### config.mk
export PLATFORM = sky130hd
export DESIGN_NAME = ballot_unit
export DESIGN_NICKNAME = d
export VERILOG_FILES = /design/src/rtl/ballot_unit.sv
export SDC_FILE = /design/constraint.sdc
export NUM_CORES = 1
export LEC_CHECK = 0
export ABC_AREA = 1
export ABC_CLOCK_PERIOD_IN_PS = 1900
export BUFFER_PORTS_ARGS = -buffer_cell sky130_fd_sc_hd__buf_2
export CAP_MARGIN = 5
export CORE_ASPECT_RATIO = 0.75
export CORE_MARGIN = 2
export CORE_UTILIZATION = 50
export CTS_BUF_LIST = sky130_fd_sc_hd__clkbuf_4 sky130_fd_sc_hd__clkbuf_8
export DETAILED_ROUTE_END_ITERATION = 16
export PLACE_DENSITY = 0.68
export SLEW_MARGIN = 15
export SYNTH_ARGS = -nofsm -noshare
export SYNTH_HDL_FRONTEND = slang
export SYNTH_SLANG_ARGS = --single-unit
### constraint.sdc
create_clock -name clk -period 1.9 [get_ports clk]
set_clock_uncertainty 0.1 [all_clocks]
set_input_delay 0.19 -clock clk [delete_from_list [all_inputs] [get_ports clk]]
set_output_delay 0.19 -clock clk [all_outputs]
set_load 0.01 [all_outputs]
### src/rtl/ballot_unit.sv
// ballot_unit: synchronised, debounced three-button voter front end with a one-vote-per-ballot FSM.
// Optional ARMED-state timeout is built only when BALLOT_TIMEOUT_EN is defined.
module ballot_unit #(
    parameter int DB_CYCLES = 1000,
    parameter int DB_W      = 10,
    parameter int PULSE_LEN = 4
`ifdef BALLOT_TIMEOUT_EN
    ,
    parameter int TIMEOUT_CYCLES = 1000000
`endif
) (
    input  logic        clk,
    input  logic        rst,
    input  logic        i_ballot_en,
    input  logic        i_btn1,
    input  logic        i_btn2,
    input  logic        i_btn3,
    input  logic        i_voting_over,
    output logic        o_candidate_1,
    output logic        o_candidate_2,
    output logic        o_candidate_3,
    output logic        o_ready,
    output logic        o_reject,
    output logic        o_timeout,
    output logic [15:0] o_votes_cast
);

    // state   | meaning
    // LOCKED  | no ballot issued, presses ignored
    // ARMED   | ballot issued, waiting for a single clean press
    // CAST    | driving the vote pulse for the latched candidate
    // RELEASE | waiting for every button to be let go
    typedef enum logic [1:0] {LOCKED, ARMED, CAST, RELEASE} state_t;

    localparam logic [DB_W-1:0] DB_LAST = DB_W'(DB_CYCLES - 1);
    localparam int              PC_W    = $clog2(PULSE_LEN + 1);
    localparam logic [PC_W-1:0] PC_END  = PC_W'(PULSE_LEN);

    state_t          state, state_nxt;
    logic [2:0]      btn_raw, sync1, sync2, lvl, lvl_q, press, cand;
    logic [DB_W-1:0] db_cnt [3];
    logic [PC_W-1:0] pulse_cnt;
    logic            multi, accept, pulse_done, pulse_on;
    logic            reject_nxt, reject_q, tmo_hit;
    logic [15:0]     votes;

    assign btn_raw = {i_btn3, i_btn2, i_btn1};

    always_ff @(posedge clk or negedge rst) begin
        if (!rst) begin
            sync1 <= '0;
            sync2 <= '0;
            lvl   <= '0;
            lvl_q <= '0;
            for (int i = 0; i < 3; i++) db_cnt[i] <= '0;
        end else begin
            sync1 <= btn_raw;
            sync2 <= sync1;
            lvl_q <= lvl;
            for (int i = 0; i < 3; i++) begin
                if (sync2[i] == lvl[i]) begin
                    db_cnt[i] <= '0;
                end else if (db_cnt[i] == DB_LAST) begin
                    lvl[i]    <= sync2[i];
                    db_cnt[i] <= '0;
                end else begin
                    db_cnt[i] <= db_cnt[i] + DB_W'(1);
                end
            end
        end
    end

    assign press = lvl & ~lvl_q;
    assign multi = (lvl[0] & lvl[1]) | (lvl[0] & lvl[2]) | (lvl[1] & lvl[2]);

    always_ff @(posedge clk or negedge rst) begin
        if (!rst) state <= LOCKED;
        else      state <= state_nxt;
    end

    always_comb begin
        state_nxt  = state;
        accept     = 1'b0;
        reject_nxt = 1'b0;
        pulse_done = 1'b0;
        case (state)
            LOCKED: begin
                if (i_ballot_en && !i_voting_over) state_nxt = ARMED;
            end
            ARMED: begin
                if (i_voting_over) begin
                    state_nxt = LOCKED;
                end else if ((|press) && !multi) begin
                    accept    = 1'b1;
                    state_nxt = CAST;
                end else begin
                    reject_nxt = |press;
                    if (tmo_hit) state_nxt = LOCKED;
                end
            end
            CAST: begin
                if (pulse_cnt == PC_END) begin
                    pulse_done = 1'b1;
                    state_nxt  = RELEASE;
                end
            end
            RELEASE: begin
                if (lvl == 3'b000) state_nxt = LOCKED;
            end
            default: state_nxt = LOCKED;
        endcase
    end

    // Pulse runs off its own counter so a mid-pulse poll end cannot truncate it.
    always_ff @(posedge clk or negedge rst) begin
        if (!rst) begin
            cand      <= '0;
            pulse_cnt <= '0;
            pulse_on  <= 1'b0;
            votes     <= '0;
            reject_q  <= 1'b0;
        end else begin
            reject_q <= reject_nxt;
            if (accept) begin
                cand      <= lvl;
                pulse_cnt <= '0;
            end
            if (state == CAST && !pulse_done) begin
                pulse_cnt <= pulse_cnt + PC_W'(1);
                pulse_on  <= 1'b1;
            end else begin
                pulse_on  <= 1'b0;
            end
            if (pulse_done && votes != 16'hFFFF) votes <= votes + 16'd1;
        end
    end

`ifdef BALLOT_TIMEOUT_EN
    localparam int TM_W = $clog2(TIMEOUT_CYCLES + 1);

    logic [TM_W-1:0] tmo_cnt;
    logic            timeout_q;

    always_ff @(posedge clk or negedge rst) begin
        if (!rst) begin
            tmo_cnt   <= '0;
            timeout_q <= 1'b0;
        end else begin
            if (state == ARMED && state_nxt == ARMED) tmo_cnt <= tmo_cnt + TM_W'(1);
            else                                      tmo_cnt <= '0;
            // ARMED -> LOCKED without a poll end can only be an expiry.
            timeout_q <= (state == ARMED) && (state_nxt == LOCKED) && !i_voting_over;
        end
    end

    assign tmo_hit   = (tmo_cnt == TM_W'(TIMEOUT_CYCLES - 1));
    assign o_timeout = timeout_q;
`else
    assign tmo_hit   = 1'b0;
    assign o_timeout = 1'b0;
`endif

    assign o_candidate_1 = pulse_on & cand[0];
    assign o_candidate_2 = pulse_on & cand[1];
    assign o_candidate_3 = pulse_on & cand[2];
    assign o_ready       = (state == ARMED);
    assign o_reject      = reject_q;
    assign o_votes_cast  = votes;

endmodule

==> Yosys cells after proc, flatten, opt, wreduce, memory -nomap -nowiden <==
Cells that the tools add are included.
{ "word_totals": {"memories": 0, "rom_bits": 0, "input_bits": 7, "out_inout_bits": 22, "elab_cells": 86, "register_bits": 68, "latch_bits": 0, "mem_bits_rw": 0} }
{ "op_classes": {"mux": 23, "magnitude_cmp": 0, "n_bitwise": 13, "mul": 0, "n_eq_ne": 15, "div": 0, "n_shift": 0, "n_reduce_logical": 15, "add_sub_neg": 5} }
{ "op_table": {"columns": ["operator", "n"], "rows": [
  ["10-bit 2-to-1 mux", 6],
  ["10-bit by 1-bit adder with 10-bit output, second input constant", 3],
  ["10-bit == test, second input constant", 3],
  ["16-bit by 1-bit adder with 16-bit output, second input constant", 1],
  ["16-bit != test, second input constant", 1],
  ["2-bit 2-to-1 mux", 5],
  ["1-bit 2-to-1 mux", 9],
  ["2-bit case mux with 4 select lines", 1],
  ["1-bit bitwise AND", 6],
  ["3-bit 2-to-1 mux", 2],
  ["2-bit != test, second input constant", 3],
  ["2-bit AND reduction", 3],
  ["2-bit == test, second input constant", 2],
  ["1-bit logical AND", 4],
  ["4-bit AND reduction", 1],
  ["3-bit by 1-bit adder with 3-bit output, second input constant", 1],
  ["3-bit bitwise AND", 1],
  ["1-bit == test", 3],
  ["3-bit == test, second input constant", 1],
  ["1-bit logical NOT", 3],
  ["3-bit logical NOT", 1],
  ["3-bit by 2-bit != test with 1-bit output, second input constant", 1],
  ["1-bit NOT", 3],
  ["3-bit NOT", 1],
  ["5 further kinds", 6]
]} }

==> Logic depth before layout (Yosys ltp) <==
Gate-level depths: netlist of the first run.
{ "logic_depth": {"depth_word": 10, "mapped_depth": 10, "ltp_nobuf": 10} }

==> Worst setup path after synthesis of the first run <==
Ideal clock, no wire load.
{ "synth_path": {"kind": "register to register", "startpoint": "register votes[0], in the netlist o_votes_cast[0]", "endpoint": "register votes[10], in the netlist o_votes_cast[10]", "path_stages_with_launch": 9, "period_less_slack_ps": 1576, "arrival_time_ps": 1360, "path_buffers": 1, "slack_ps": 324, "setup_time_ps": 116, "t_required_ps": 1684, "path_cell_list": "dfrtp_1 -> ha_1 -> nand2_2 -> nor2_4 -> nand2_1 -> o21a_1 -> buf_6 -> nand2_1 -> nand2_1"} }
{ "synth_via": {"elab_chain_len": 2, "word_cells_on_any_way": 3, "cone_classes": "1 x add/sub; 1 x eq/ne; 1 x reduce/logical"} }
{ "synth_rtl": {"columns": ["item", "line_no", "text"], "rows": [
  ["start: declaration", "45", "logic [15:0] votes;"],
  ["start signal: assignment", "134", "if (pulse_done && votes != 16'hFFFF) votes <= votes + 16'd1;"],
  ["parallel branches: the longest is 2 deep, another holds 16-bit by 1-bit adder with 16-bit output", null, null]
]} }
Parallel ways; which one is timed is not known.
A chain may end at the register's enable or synchronous reset.

==> Worst setup path after layout of the first run <==
{ "layout_path": {"startpoint": "register votes[0], in the netlist o_votes_cast[0]", "endpoint": "register votes[3], in the netlist o_votes_cast[3]"} }
Same word-level chain as after synthesis.

==> metrics.yaml, run 1 <==
finish:
  finalInstanceArea_um2: 3910
  syn2layout_area_growth_pct: 15.3
  nets: 480
  fillers: 558
  mostFrequentLayoutCell: "nand2_1"
  diodes: 0
  drive_above_1_share_pct: 12.7
  mostFrequentLayoutCells: "127 x nand2_1, 68 x dfrtp_1, 60 x nor2_1"
  post-route-util_pct: 60.9
detailed_routing:
  wl_met1_mm: 3.28
  dr_wl_met2_mm: 2.60
  wl_mm: 6.22
  vias_per_cell: 4.93
  drt_iter0_drc: 122
  highest_layer: "met4"
  routedWlPerCell_um: 11.2
  drt_drc_violations_left: 0
  wl_met3_um: 300
  ant_nets: 0
  routed-via-count: 2726
  first_pass_iters: 4
sta:
  slew_headroom_pct: 61.3
  layout_setup_ws_ns: 0.149
  period_share_pct: 92.2
  period_needed_ns: 1.75
  setup-tns-final_ns: 0
  clock.fmax_mhz: 571
  finalSetupViolCount: 0
  slew_viol_final: 0
  hold_viol: 0
  rsz0062_at_grt: "false"
  timing_worst_slew_pin_value_ns: 0.580
global_routing:
  grt_overflow: 0
  grt_max_degree: 26
  antenna_found_initial: 0
  grt_pass1_vias: 2338
  track_usage_pct: 18.3
  grt_pass1_wl_mm: 10.7
floorplan:
  die_y_um: 75.3
  fp.dieArea_um2: 7450
  core_area_um2: 6410
  fp.dieW_um: 99.0
  start_util_pct: 52.8
  io_pins: 29
  fp-row-count: 25
synthesis:
  synth_area_um2: 3390
  postSynthCellCount: 425
  synth_fp_nets: 438
  synth_seq_cells: 68
  yosys_warnings: 0
  synth-seq-area-share_pct: 50.2
  yosysUniqueCellTypes: 30
  avgSynthCellArea_um2: 7.97
critical_path:
  critPathKind: "reg -> reg"
  crit_path_start_kind: "register"
  path_max_fanout: 11
  cp-end-kind: "register"
  crit_arrival_ns: 1.86
  crit_required_ns: 2.01
run_status:
  status: "complete, no violations"
placement:
  place_hpwl_mm: 4.67
  placed_area_um2: 3640
  gp_congestion: 0.827
  place_ws_ns: 0.160
  io_buffers: 27
cts:
  clkTransAtPathRegs_ns: 0.07
  cts_inserted_buffers: 9
  insertion_delay_ns: 0.34
  cts.sinks: 68
  post_cts_buffers: 0
  cts_tree: "done"
  htree_levels: 3
  cts_root_buffer: "clkbuf_8"
  post_cts_resized: 0
  postCtsHoldBufs: 4
  clockBufferDepth: 2
power:
  powerDensity_nw_per_um2: 773
  p_leak_uw: 0.00195
  ir_drop_v: 0.000492
hold_path:
  hold_class: "in -> reg"
flow_run:
  cap_violations: 0
-- worst paths after layout --
| path | from | endpoint | slack (ns) | depth (start not counted) |
|---|---|---|---|---|
| hold reg to reg | sync1[1]$_DFF_PN0_ | sync2[1]$_DFF_PN0_ | 0.25 | 0 |
| setup reg to reg | o_votes_cast[0]$_DFFE_PN0P_ | o_votes_cast[3]$_DFFE_PN0P_ | 0.15 | 7 |
| hold / removal | i_voting_over | o_reject$_DFF_PN0_ | 0.04 | 4 |
| max in group asynchronous | rst | db_cnt[25]$_DFF_PN0_ | 0.89 | 3 |
| setup / recovery | o_votes_cast[0]$_DFFE_PN0P_ | o_votes_cast[3]$_DFFE_PN0P_ | 0.15 | 7 |
| min in group asynchronous | rst | cand[1]$_DFFE_PN0P_ | 0.28 | 2 |
-- routing by layer --
metal | global-route usage, % | vias up
met5 | 0 | -
met2 | 25.8 | 55
met1 | 27.3 | 1251
li1 | - | 1416
met3 | 6.41 | 4
met4 | 3.65 | 0
-- power breakdown --
| group | switching, µW | total (µW) | internal [µW] | leakage [µW] |
|---|---|---|---|---|
| Sequential | 35.5 | 1510 | 1480 | 0.000911 |
| Clock | 568 | 1320 | 747 | 0.000110 |
| Combinational | 118 | 187 | 69.8 | 0.000927 |
| Total | 721 | 3020 | 2300 | 0.00195 |
-- logic make-up (layout without fill, tap and decap cells) --
group                      after synthesis  count (layout)  share of synthesized area, %
xor gates and xnor gates                18              18                          4.65
adders and majority gates                6               6                          2.22
and+or+nand+nor                        250             250                          31.8
DFF                                     68              68                          50.2
buffers and inverters                   57             104                          6.91
other                                    1               1                         0.111
AOI/OAI and AO/OA                       25              25                          4.10
-- sequential cells by signal, summed over array words and instances, names as in the netlist, 3 cells and up, named ones only --
name	flops
db_cnt	30
o_votes_cast	16
cand	3
lvl	3
lvl_q	3
pulse_cnt	3
sync1	3
sync2	3
-- cell usage after synthesis --
library cell	count	area, µm²
clkbuf_2	1	5.00
o21bai_1	1	7.51
o21ai_2	2	17.5
nor3_1	11	55.1
a31oi_1	1	6.26
nor2_4	2	22.5
o21ai_0	13	65.1
nand4_2	1	12.5
conb_1	1	3.75
o21a_1	1	7.51
nand2_2	3	18.8
nand3b_1	1	7.51
nor3b_1	4	30.0
dfrtp_1	68	1700
nand4_1	9	56.3
buf_6	2	22.5
a21oi_1	6	30.0
nand3_2	1	10.0
ha_1	6	75.1
buf_4	1	7.51
nand3_1	27	135
inv_1	53	199
o21ai_1	1	5.00
xor2_1	16	140
and3_2	1	7.51
or2_2	1	6.26
xnor2_1	2	17.5
nand2_1	127	477
nor2_1	60	225
nor2_2	2	12.5
-- layout make-up --
| cell class | instances | area (µm²) | area share (%) |
|---|---|---|---|
| Tap cell | 81 | 101 | 2.59 |
| Clock buffer | 9 | 124 | 3.17 |
| Multi-Input combinational cell | 300 | 1450 | 37.2 |
| Inverter | 53 | 199 | 5.09 |
| Sequential cell | 68 | 1700 | 43.6 |
| Timing Repair Buffer | 35 | 230 | 5.89 |
| Clock inverter | 7 | 98.8 | 2.53 |
-- per-stage QoR --
| stage | cells | total power [µW] | hold slack, ns |
|---|---|---|---|
| finish | 553 | 3020 | 0.0416 |
| floorplan | 425 | 1640 | -0.206 |
| detailed placement | 533 | 1730 | 0.124 |
| global route | 553 | 3160 | 0.0779 |
| CTS | 553 | 3070 | 0.0260 |
| global placement | 533 | 1720 | 0.114 |
-- worst max-delay path, cell delays in order, from the launching register on --
cell,delay [ns]
dfrtp_1,0.43
ha_1,0.23
nand2_2,0.09
nor2_4,0.15
nand2_1,0.08
o21a_1,0.35
nand2_1,0.14
o21ai_2,0.06
(Power assumes the default switching activity.)
==> run 2: changes to the inputs <==
BUFFER_PORTS_ARGS = unset   (was -buffer_cell sky130_fd_sc_hd__buf_2)
DONT_BUFFER_PORTS = 1   (was unset)
PLACE_DENSITY = 0.64   (was 0.68)
==> run 2 against run 1 <==
- count of clock-buffer cells in the layout is 4 higher
- global-route usage is 0.63 points higher
- worst hold slack better by 0.042 ns
- sequential share of layout area is 1.0 points higher
- via count is 4.8% lower
- critical path type unchanged
==> metrics.yaml, run 2 (synthesis results as in run 1) <==
cts:
  htree_levels: 3
  cts_inserted_buffers: 9
  cts.sinks: 68
  cts_tree: "done"
  clockBufferDepth: 2
  post_cts_resized: 0
  cts_root_buffer: "clkbuf_8"
  clkTransAtPathRegs_ns: 0.07
  insertion_delay_ns: 0.33
power:
  internal_power_uw: 2220
  ir_drop_v: 0.000626
  p_sw_share_pct: 22.2
  p_sw_uw: 633
  powerDensity_nw_per_um2: 746
  p_leak_uw: 0.00185
  p_clk_share_pct: 41.0
  totalPowerFinal_uw: 2850
  seq_power_share_pct: 53.2
  p_comb_share_pct: 5.8
floorplan:
  fp.dieArea_um2: 7450
  start_util_pct: 52.8
  io_pins: 29
  fp.dieW_um: 99.0
  core_area_um2: 6410
  fp-row-count: 25
  die_y_um: 75.3
sta:
  period_needed_ns: 1.63
  period_share_pct: 85.8
  slew_viol_final: 0
  hold_viol: 0
  clock.fmax_mhz: 613
  rsz0062_at_grt: "false"
  finalSetupViolCount: 0
  setup-tns-final_ns: 0
detailed_routing:
  drt_iter0_drc: 150
  ant_nets: 0
  vias_per_cell: 4.85
  first_pass_iters: 4
  drt_drc_violations_left: 0
  wl_mm: 6.31
  routedWlPerCell_um: 11.8
  routed-via-count: 2594
global_routing:
  grt_overflow: 0
  grt_pass1_vias: 2421
  grt_max_degree: 69
  track_usage_pct: 18.9
  antenna_found_initial: 0
  grt_pass1_wl_mm: 11.0
critical_path:
  reg2reg_from: "db_cnt[0]$_DFF_PN0_"
  reg2reg_to: "db_cnt[9]$_DFF_PN0_"
  crit_path_start_kind: "register"
  worst_path_largest_cell_delay_ns: 0.44
  crit_end: "db_cnt[9]$_DFF_PN0_"
  critPathKind: "reg -> reg"
  crit_arrival_ns: 1.74
  path_cells: "ha_1, nand2_1, nor3_1, nand2_1, nand2_1, nor2_1"
  cp_num_cells: 6
  cp-end-kind: "register"
  crit_slowest_cell: "dfrtp_1"
  ff2ff_setup_slack_ns: 0.27
  path_max_fanout: 8
  reg2reg_depth: 6
  crit_buf_inv: 0
  crit_family: "simple AND/OR/NAND/NOR gates"
  crit_required_ns: 2.01
  cp-startpoint: "db_cnt[0]$_DFF_PN0_"
  path_common_cell: "nand2_1"
finish:
  diodes: 0
  seq_area_um2: 1700
  nets: 463
  syn2layout_area_growth_pct: 12.7
  post-route-util_pct: 59.5
  finalInstanceArea_um2: 3820
  mostFrequentLayoutCell: "nand2_1"
  fillers: 561
  multi_input_area_um2: 1450
  largest_reg_flops: 30
  mostFrequentLayoutCells: "127 x nand2_1, 68 x dfrtp_1, 60 x nor2_1"
  drive_above_1_share_pct: 9.03
  largest-register: "db_cnt"
flow_run:
  cap_violations: 0
placement:
  io_buffers: 0
  placed_area_um2: 3540
  gp_congestion: 0.840
  place_hpwl_mm: 4.58
hold_path:
  hold_class: "in -> reg"
run_status:
  status: "complete, no violations"
[run 2: how the worst min path moves through the flow]
stage	start	end	slack, ns	cells after the start
after floorplan	rst	async pin	-0.21	0
after global placement	rst	db_cnt[23]$_DFF_PN0_	-0.20	0
after detailed placement	rst	db_cnt[22]$_DFF_PN0_	-0.20	0
after CTS	i_voting_over	state[0]$_DFFE_PN0P_	0.06	5
after global routing	i_voting_over	state[0]$_DFFE_PN0P_	0.10	5
final	i_voting_over	state[0]$_DFFE_PN0P_	0.08	5
[run 2: stage by stage]
stage	instances	setup slack, ns	hold slack, ns
2_1_floorplan	425	0.324	-0.206
3_3_place_gp	514	0.313	-0.203
3_5_place_dp	514	0.279	-0.203
4_1_cts	535	0.267	0.0609
5_1_grt	535	0.0643	0.103
6_report	535	0.270	0.0839
[run 2: repair_timing]
action | in CTS | in global routing
setup buffers | 0 | 0
hold endpoints to repair | 72 | 0
hold buffers | 6 | 0
[run 2: worst min-delay path: cells and delay by family]
family,cells,cell delay [ns]
AOI/OAI and AO/OA,1,0.07
and+or+nand+nor,4,0.22
[run 2: layout make-up]
cell class | instances | area share (%)
flip-flops and latches | 68 | 44.6
clock buffers | 13 | 4.20
well taps | 81 | 2.66
inverters | 53 | 5.21
multi-input cells | 300 | 38.0
repair buffers | 18 | 4.39
clock inverters | 2 | 0.918
[run 2: power by group through the flow]
stage               combinational [µW]  clock [µW]  sequential [µW]
detailed placement                 125           0             1540
global placement                   124           0             1540
CTS                                171        1210             1510
floorplan                          108           0             1530
global route                       199        1270             1520
finish                             166        1170             1510
[run 2: routing by layer]
layer  wire length (µm)  up-vias  GRT usage [%]  part of all wire [%]
li1                   -     1380              -                     -
met4                 42        0           5.78                  0.67
met1               3510     1162           27.9                    56
met3                276        4           5.39                   4.4
met2               2480       48           27.2                    39
met5                  0        -              0                     0
==> run 3: changes to the inputs <==
ABC_CLOCK_PERIOD_IN_PS = 2009   (was 1900)
CELL_PAD_IN_SITES_DETAIL_PLACEMENT = 0   (was unset)
CELL_PAD_IN_SITES_GLOBAL_PLACEMENT = 2   (was unset)
CORE_UTILIZATION = 25   (was 50)
PLACE_DENSITY = 0.55   (was 0.64)
clock period = 2.01 ns   (was 1.9 ns; I/O delays follow)
==> run 3 against run 2 <==
- design area up 3.1%
- largest power group unchanged
- power up 1.7%
- clock power up 11%
- register-to-register slack about the same
- sequential cell count unchanged
- worst hold slack better by 0.019 ns
- critical endpoint is now o_votes_cast[2]$_DFFE_PN0P_
==> metrics.yaml, run 3 (synthesis results as in run 1) <==
run_status:
  status: "complete, no violations"
placement:
  io_buffers: 0
  gp_congestion: 0.718
  place_hpwl_mm: 5.36
critical_path:
  crit_required_ns: 2.14
  critPathKind: "reg -> reg"
  crit_arrival_ns: 1.87
  crit_path_start_kind: "register"
  ff2ff_setup_slack_ns: 0.27
  path_max_fanout: 13
  cp-end-kind: "register"
  reg2reg_depth: 6
floorplan:
  start_util_pct: 25.8
  core_area_um2: 13100
  fp-row-count: 36
  fp.dieW_um: 138
  io_pins: 29
  fp.dieArea_um2: 14500
  die_y_um: 105
hold_path:
  hold_class: "in -> reg"
  hold_depth: 5
power:
  ir_drop_v: 0.000228
  powerDensity_nw_per_um2: 736
  p_leak_uw: 0.00185
finish:
  mostFrequentLayoutCells: "127 x nand2_1, 68 x dfrtp_1, 60 x nor2_1"
  fillers: 1394
  diodes: 0
  largest_reg_flops: 30
  nets: 460
  largest-register: "db_cnt"
  mostFrequentLayoutCell: "nand2_1"
  syn2layout_area_growth_pct: 16.2
  drive_above_1_share_pct: 8.65
cts:
  cts_root_buffer: "clkbuf_8"
  clkTransAtPathRegs_ns: 0.07
  clockBufferDepth: 2
  insertion_delay_ns: 0.35
  cts_tree: "done"
  post_cts_buffers: 0
  cts_inserted_buffers: 9
  cts.sinks: 68
  htree_levels: 3
global_routing:
  track_usage_pct: 11.7
  grt_pass1_wl_mm: 13.1
  grt_pass1_vias: 2521
  grt_overflow: 0
  grt_max_degree: 69
  antenna_found_initial: 0
detailed_routing:
  drt_iter0_drc: 107
  routed-via-count: 2552
  first_pass_iters: 4
  ant_nets: 0
  vias_per_cell: 4.10
  routedWlPerCell_um: 12.4
  drt_drc_violations_left: 0
  wl_mm: 7.72
flow_run:
  cap_violations: 0
sta:
  clock.fmax_mhz: 574
  period_share_pct: 86.6
  holdWs_ns: 0.103
  rsz0062_at_grt: "false"
  hold_viol: 0
  finalSetupViolCount: 0
  period_needed_ns: 1.74
  setup-tns-final_ns: 0
  slew_viol_final: 0
-- run 3: power breakdown --
| group | internal [µW] | switching, µW |
|---|---|---|
| clock network | 758 | 545 |
| registers | 1400 | 35.2 |
| logic | 54.5 | 107 |
-- run 3: through the flow --
step	utilization [%]	cells	setup WS (ns)	power [µW]	cell area [µm²]
after CTS	30.0	622	0.162	2970	3940
after detailed placement	27.7	601	0.183	1580	3630
after global routing	30.0	622	0.0424	3080	3940
final	30.0	622	0.269	2900	3940
after global placement	27.7	601	0.207	1590	3630
after floorplan	-	425	0.434	1550	3390
-- run 3: layout make-up --
cell class | instances | area, µm² | share of cell area (%)
Sequential cell | 68 | 1700 | 43.2
Multi-Input combinational cell | 300 | 1450 | 36.9
Tap cell | 171 | 214 | 5.44
Inverter | 53 | 199 | 5.05
Clock buffer | 11 | 151 | 3.85
Timing Repair Buffer | 15 | 145 | 3.69
Clock inverter | 4 | 72.6 | 1.84
-- run 3: timing repair --
action,in CTS,in global routing
hold endpoints to repair,72,0
gates resized for setup,0,1
hold buffers,6,0
setup endpoints to repair,0,1
-- run 3: worst paths after layout --
| kind | start | to |
|---|---|---|
| max in group asynchronous | rst | sync1[2]$_DFF_PN0_ |
| setup / recovery | o_votes_cast[1]$_DFFE_PN0P_ | o_votes_cast[2]$_DFFE_PN0P_ |
| hold / removal | i_voting_over | state[0]$_DFFE_PN0P_ |
| min in group asynchronous | rst | db_cnt[11]$_DFF_PN0_ |
| hold reg to reg | sync1[1]$_DFF_PN0_ | sync2[1]$_DFF_PN0_ |
| setup reg to reg | o_votes_cast[1]$_DFFE_PN0P_ | o_votes_cast[2]$_DFFE_PN0P_ |
-- run 3: per-layer routing --
| layer | up-vias | routed length, µm | GRT usage [%] |
|---|---|---|---|
| li1 | 1371 | - | - |
| met1 | 1133 | 4200 | 16.8 |
| met2 | 39 | 2990 | 15.7 |
| met3 | 9 | 404 | 4.54 |
| met4 | 0 | 118 | 3.94 |
| met5 | - | 0 | 0 |
-- run 3: critical path, stage by stage (launching register included) --
cell     delay (ns)
dfrtp_1        0.46
ha_1           0.24
nand2_2        0.09
nor2_4         0.16
nand4_2        0.18
nand2_2        0.27
o21ai_0        0.12
